[config.mk]
export PLATFORM = sky130hd
export DESIGN_NAME = breath_led_pwm
export DESIGN_NICKNAME = d
export VERILOG_FILES = /design/src/rtl/breath_led_pwm.sv
export SDC_FILE = /design/constraint.sdc
export NUM_CORES = 1
export LEC_CHECK = 0
export CAP_MARGIN = 40
export CORE_AREA = 2 2 68 70
export DETAILED_ROUTE_END_ITERATION = 16
export DIE_AREA = 0 0 70 72
export GPL_TIMING_DRIVEN = 1
export HOLD_SLACK_MARGIN = 0.02
export PLACE_DENSITY = 0.73
export SYNTH_ARGS = -nofsm -noshare
export SYNTH_HDL_FRONTEND = slang
export SYNTH_SLANG_ARGS = --single-unit
[constraint.sdc]
create_clock -name clk -period 4.1 [get_ports clk]
set_clock_uncertainty 0.2 [all_clocks]
set_input_delay 1.23 -clock clk [delete_from_list [all_inputs] [get_ports clk]]
set_output_delay 1.23 -clock clk [all_outputs]
set_load 0.02 [all_outputs]
[src/rtl/breath_led_pwm.sv]
// rtl/breath_led_pwm.sv - breathing brightness envelope stepped by a slow clock, rendered as registered PWM
module breath_led_pwm #(
  parameter int PWM_BITS       = 8,
  parameter int HOLD_TICKS     = 16,
  parameter int LED_ACTIVE_LOW = 0
) (
  input  logic                clk,
  input  logic                rst_n,
  input  logic                step_clk,
  input  logic                enable,
  output logic                led_out,
  output logic [PWM_BITS-1:0] brightness,
  output logic [1:0]          phase
);

  localparam logic [PWM_BITS-1:0] MAX       = '1;
  localparam logic [PWM_BITS-1:0] MAX_M1    = {{(PWM_BITS-1){1'b1}}, 1'b0};
  localparam logic [PWM_BITS-1:0] ONE       = PWM_BITS'(1);
  localparam logic [7:0]          HOLD_LAST = 8'(HOLD_TICKS - 1);
  localparam logic                LED_OFF   = (LED_ACTIVE_LOW != 0);

  typedef enum logic [1:0] {
    RISE    = 2'b00,
    HOLD_HI = 2'b01,
    FALL    = 2'b10,
    HOLD_LO = 2'b11
  } phase_t;

  phase_t              phase_q, phase_d;
  logic [PWM_BITS-1:0] bright_q, bright_d;
  logic [7:0]          hold_q, hold_d;
  logic                step_d;
  logic                step_pulse;
  logic [PWM_BITS-1:0] pwm_cnt;
  logic [PWM_BITS-1:0] duty_q;
  logic                led_q;

  // step_clk is already a register in this clock domain, so one delay stage is enough for edge detection
  always_ff @(posedge clk or negedge rst_n) begin
    if (!rst_n) step_d <= 1'b0;
    else        step_d <= step_clk;
  end

  assign step_pulse = step_clk & ~step_d;

  // envelope state register
  always_ff @(posedge clk or negedge rst_n) begin
    if (!rst_n) begin
      phase_q  <= RISE;
      bright_q <= '0;
      hold_q   <= '0;
    end else begin
      phase_q  <= phase_d;
      bright_q <= bright_d;
      hold_q   <= hold_d;
    end
  end

  // envelope next state: disable wins over a coincident pulse; otherwise each pulse advances one step
  always_comb begin
    phase_d  = phase_q;
    bright_d = bright_q;
    hold_d   = hold_q;
    if (!enable) begin
      phase_d  = RISE;
      bright_d = '0;
      hold_d   = '0;
    end else if (step_pulse) begin
      case (phase_q)
        RISE: begin
          if (bright_q == MAX_M1) begin
            bright_d = MAX;
            hold_d   = '0;
            phase_d  = HOLD_HI;
          end else begin
            bright_d = bright_q + ONE;
          end
        end
        HOLD_HI: begin
          if (hold_q == HOLD_LAST) begin
            hold_d  = '0;
            phase_d = FALL;
          end else begin
            hold_d = hold_q + 8'd1;
          end
        end
        FALL: begin
          if (bright_q == ONE) begin
            bright_d = '0;
            hold_d   = '0;
            phase_d  = HOLD_LO;
          end else begin
            bright_d = bright_q - ONE;
          end
        end
        HOLD_LO: begin
          if (hold_q == HOLD_LAST) begin
            hold_d  = '0;
            phase_d = RISE;
          end else begin
            hold_d = hold_q + 8'd1;
          end
        end
        default: phase_d = RISE;
      endcase
    end
  end

  // free-running PWM frame; duty is latched only at the frame boundary so a frame never changes mid-way
  always_ff @(posedge clk or negedge rst_n) begin
    if (!rst_n) begin
      pwm_cnt <= '0;
      duty_q  <= '0;
      led_q   <= LED_OFF;
    end else begin
      pwm_cnt <= pwm_cnt + ONE;
      if (!enable)              duty_q <= '0;
      else if (pwm_cnt == MAX)  duty_q <= bright_q;
      led_q <= ((pwm_cnt < duty_q) & enable) ^ LED_OFF;
    end
  end

  assign led_out    = led_q;
  assign brightness = bright_q;
  assign phase      = phase_q;

endmodule

# Word level (Yosys, flattened, before mapping)
# Cells that the tools add are included.
# totals
register_bits	36
in_bits	4
out_inout_bits	11
word_cells	54
# classes
add_sub_neg	4
order_cmp	1
eq_ne	14
n_mux	20
bitwise	3
reduce_logical	5
# ops
op	count
2-to-1 mux 8 bit	11
adder 8 x 1 -> 8 bit (second input constant)	3
case mux 8 bit (3 select lines)	1
equality test 8 bit (second input constant)	2
case mux 8 bit (2 select lines)	1
2-to-1 mux 2 bit	6
inequality test 3 bit (second input constant)	4
equality test 8 x 1 -> 1 bit (second input constant)	1
equality test 8 x 4 -> 1 bit (second input constant)	1
< comparator 8 bit	1
case mux 2 bit (4 select lines)	1
subtractor 8 x 1 -> 8 bit (second input constant)	1
AND reduction 5 bit	1
equality test 2 bit (second input constant)	2
inequality test 2 x 1 -> 1 bit (second input constant)	2
inequality test 3 x 1 -> 1 bit (second input constant)	1
AND reduction 3 bit	1
AND 1 bit	2
equality test 2 x 1 -> 1 bit (second input constant)	1
logical NOT 2 bit	1
AND reduction 2 bit	1
OR reduction 2 bit	1
NOT 1 bit	1

# Longest topological paths before layout
# logic_depth
depth_word	5
mapped_depth	8

# Least setup slack after synthesis
# OpenSTA, ideal clock, no wires.
# synth_timing
path_type	input to register
start	in step_clk
end	reg bright_q[7], in the netlist brightness[7]
arrival_time_ns	2.166
slack_ns	1.613
cell_stages	6
n_path_buf	1
cell_sequence	and2b_1 > o21ai_0 > and2_1 > buf_1 > a31o_2 > a32o_1
# synth_via
elab_chain_len	3
# synth_rtl
element	line	source
from (decl)	9	input logic step_clk,
AND 1 bit	44	assign step_pulse = step_clk & ~step_d;
inequality test 2 x 1 -> 1 bit (no source line)	--	
AND reduction 2 bit (no source line)	--	
to (signal assigned)	54	bright_q <= bright_d;
to (decl)	30	logic [PWM_BITS-1:0] bright_q, bright_d;
# No other way between the ends.
# A chain may end at the register's enable or synchronous reset.

# Worst setup path after layout
# layout_timing
start	reg bright_q[0], in the netlist brightness[0]
end	out brightness[0]
# layout_rtl
element	line	source
to (decl)	12	output logic [PWM_BITS-1:0] brightness,
# No word-level cell between the ends.

==> qor.csv <==
metric,value,unit
status,finished clean,
cp_num_buf_inv,1,
maxCapViolCount,0,
dieArea,5040,um2
crit_type,reg2out,
p_sw,308,uW
placed_cells,296,
htree_levels,2,
clock_latency,0.29,ns
antenna_found_initial,0,
synth_top_area_cell,dfrtp_1,
grt_start_max_net_pins,37,
drt-total-wl,4580,um
rsz0062_at_grt,false,
cts_buffers,5,
top_layer,met4,
multiInputGateArea,1240,um2
max-clock-path-buffers,2,
combPwrFrac,26.4,%
p_per_area,382,nW/um2
drtPass1Iterations,4,
avgSynthCellArea,9.46,um2
clk_pin_slew,0.08,ns
num-nets-final,272,
async_flop_share,100,%
rows,24,
wl_met2,2200,um
p_leak,1.08,nW
synth_area_leaders,"dfrtp_1 (40%), ha_1 (9.4%), mux2i_1 (3.5%), inv_1 (3.1%), nand3_1 (2.9%)",
netlist_area,2270,um2
hpwl,3220,um
vias,1783,
drive_gt1_share,6.35,%
syn_nets,261,
critical_path.top_delay_family,buffers and inverters,
grt_pass1_wl,8110,um
whs_path_depth,1,
route.met3.wl,145,um
tightestPinTransition,0.818,ns
final_hold_viol_count,0,
yosysTopAreaCellShare,39.7,%
pwr-share-seq,41.4,%
path_max_fanout,10,
grt_overflow,0,
wl_per_cell,15.1,um
arrival,1.56,ns
syn-instance-count,240,
crit_chain,clkdlybuf4s50_1,
cts_root_buffer,clkbuf_8,
finalSetupViolCount,0,
vias_per_cell,5.87,
finalCritPeriodShare,73.0,%
synth_edf_count,0,
regArea,901,um2
clockPowerShare,32.2,%
max_freq,334,MHz
hold_class,reg2reg,
grt_pass1_vias,1770,
cts-hold-fix-buffers,0,
irDropWorstVdd,0.232,mV
r2r_cells,6,
boundaryPins,15,
synthFlopType,dfrtp_1,
p_int,657,uW
setup-tns-final,0,ns
cp-end-kind,output pin,
cp_num_cells,1,
yosysWarningCount,0,
postCtsResizedCells,0,
antenna_cells,0,
period_needed,2.99,ns
drc,0,
reg2reg_slack,1.57,ns
synth.ff_latch_count,36,
drtIter0Drc,134,
slew_violations,0,
crit_path_max_incr_delay,0.68,ns
instances_no_fill,304,
yosysUniqueCellTypes,52,
synth_most_common_cell,dfrtp_1,
m1WireLength,2150,um
numClockSinks,36,
switching_share,31.9,%
seq_area_frac_synth,39.7,%
dieHeight,72,um
grt_use_total,19.9,%
die_w,70,um
cts_setup_buffers,0,
n_fill_cell,388,
syn2layout_area_growth,11.3,%
start_kind,flip-flop,
drtAntennaViolNets,0,
cp_slowest_cell,clkdlybuf4s50_1,
initial_utilization,53.3,%
synthTopCellsByCount,"dfrtp_1 (36), inv_1 (19), ha_1 (17)",
cts_tree,yes,
required,2.67,ns
finalPower,964,uW
design.core.area,4260,um2
relSlewSlack,45.5,%
io_buffers,14,
place_congestion,0.911,
## cell families (layout without fill, tap and decap cells)
kind of cell	Yosys count	count (layout)	synth area share [%]
AND/OR/NAND/NOR	79	79	18.6
AO/OA/AOI/OAI	62	62	20.0
flip-flops	36	36	39.7
buffers and inverters	30	42	5.73
adder cells (fa/ha/maj)	17	17	9.37
XOR/XNOR	8	8	3.09
multiplexers	8	8	3.53
## registers in the layout, summed over array words and instances (netlist names)
name / count
pwm_cnt: 8
hold_q: 8
led_out: 1
brightness: 8
duty_q: 8
step_d: 1
phase: 2
## placed cells by master, fill, tap and decap left out, drive strengths merged, types with 2 or more instances in the layout
| cell type | netlist | layout |
|---|---|---|
| a21boi | 3 | 3 |
| a21o | 6 | 6 |
| a21oi | 5 | 5 |
| a22o | 3 | 3 |
| a31oi | 5 | 5 |
| a32o | 3 | 3 |
| and2 | 3 | 3 |
| and3 | 3 | 3 |
| buf | 5 | 2 |
| clkbuf | 6 | 6 |
| clkdlybuf4s50 | 0 | 13 |
| dfrtp | 36 | 36 |
| ha | 17 | 17 |
| inv | 19 | 19 |
| mux2i | 8 | 8 |
| nand2 | 16 | 16 |
| nand2b | 5 | 5 |
| nand3 | 13 | 13 |
| nand4 | 2 | 2 |
| nand4b | 2 | 2 |
| nor2 | 14 | 14 |
| nor2b | 8 | 8 |
| nor3 | 5 | 5 |
| o211ai | 5 | 5 |
| o21a | 2 | 2 |
| o21ai | 13 | 13 |
| o22ai | 3 | 3 |
| o31ai | 4 | 4 |
| or3 | 2 | 2 |
| xnor2 | 4 | 4 |
| xor2 | 4 | 4 |
## per-layer routing
layer | GRT usage, % | vias up
met2 | 33.2 | 35
met4 | 7.91 | 0
met3 | 4.58 | 10
met1 | 25.3 | 860
met5 | 0 | -
li1 | - | 878
## final cells by class
| type | instances | area share, % |
|---|---|---|
| inverters | 19 | 2.82 |
| multi-input cells | 174 | 49.1 |
| clock buffers | 6 | 2.87 |
| repair buffers | 15 | 5.64 |
| flip-flops and latches | 36 | 35.6 |
| clock inverters | 2 | 1.39 |
| well taps | 52 | 2.57 |
## path summary, 6_finish.rpt
| kind | start | endpoint |
|---|---|---|
| min in group asynchronous | rst_n | pwm_cnt[1]$_DFF_PN0_ |
| min reg2reg | pwm_cnt[0]$_DFF_PN0_ | pwm_cnt[0]$_DFF_PN0_ |
| max in group asynchronous | rst_n | hold_q[3]$_DFFE_PN0P_ |
| max reg2reg | brightness[0]$_DFFE_PN0P_ | hold_q[7]$_DFFE_PN0P_ |
| max | brightness[0]$_DFFE_PN0P_ | brightness[0] |
| min | pwm_cnt[0]$_DFF_PN0_ | pwm_cnt[0]$_DFF_PN0_ |
## stage by stage
stage | hold WS [ns] | utilization (%) | setup WS [ns] | instance area, um2
global placement | 0.257 | 56.7 | 0.879 | 2420
global route | 0.301 | 59.3 | 0.957 | 2530
finish | 0.267 | 59.3 | 1.11 | 2530
detailed placement | 0.266 | 56.7 | 0.858 | 2420
floorplan | 0.235 | - | 1.61 | 2270
CTS | 0.276 | 59.3 | 1.11 | 2530
## power by group through the flow
stage	Sequential (mW)	Combinational [mW]	Clock [mW]
final	0.400	0.255	0.310
after CTS	0.399	0.255	0.317
after detailed placement	0.406	0.253	0
after global routing	0.403	0.287	0.328
after floorplan	0.410	0.175	0
after global placement	0.406	0.252	0
(Power assumes the default switching activity.)
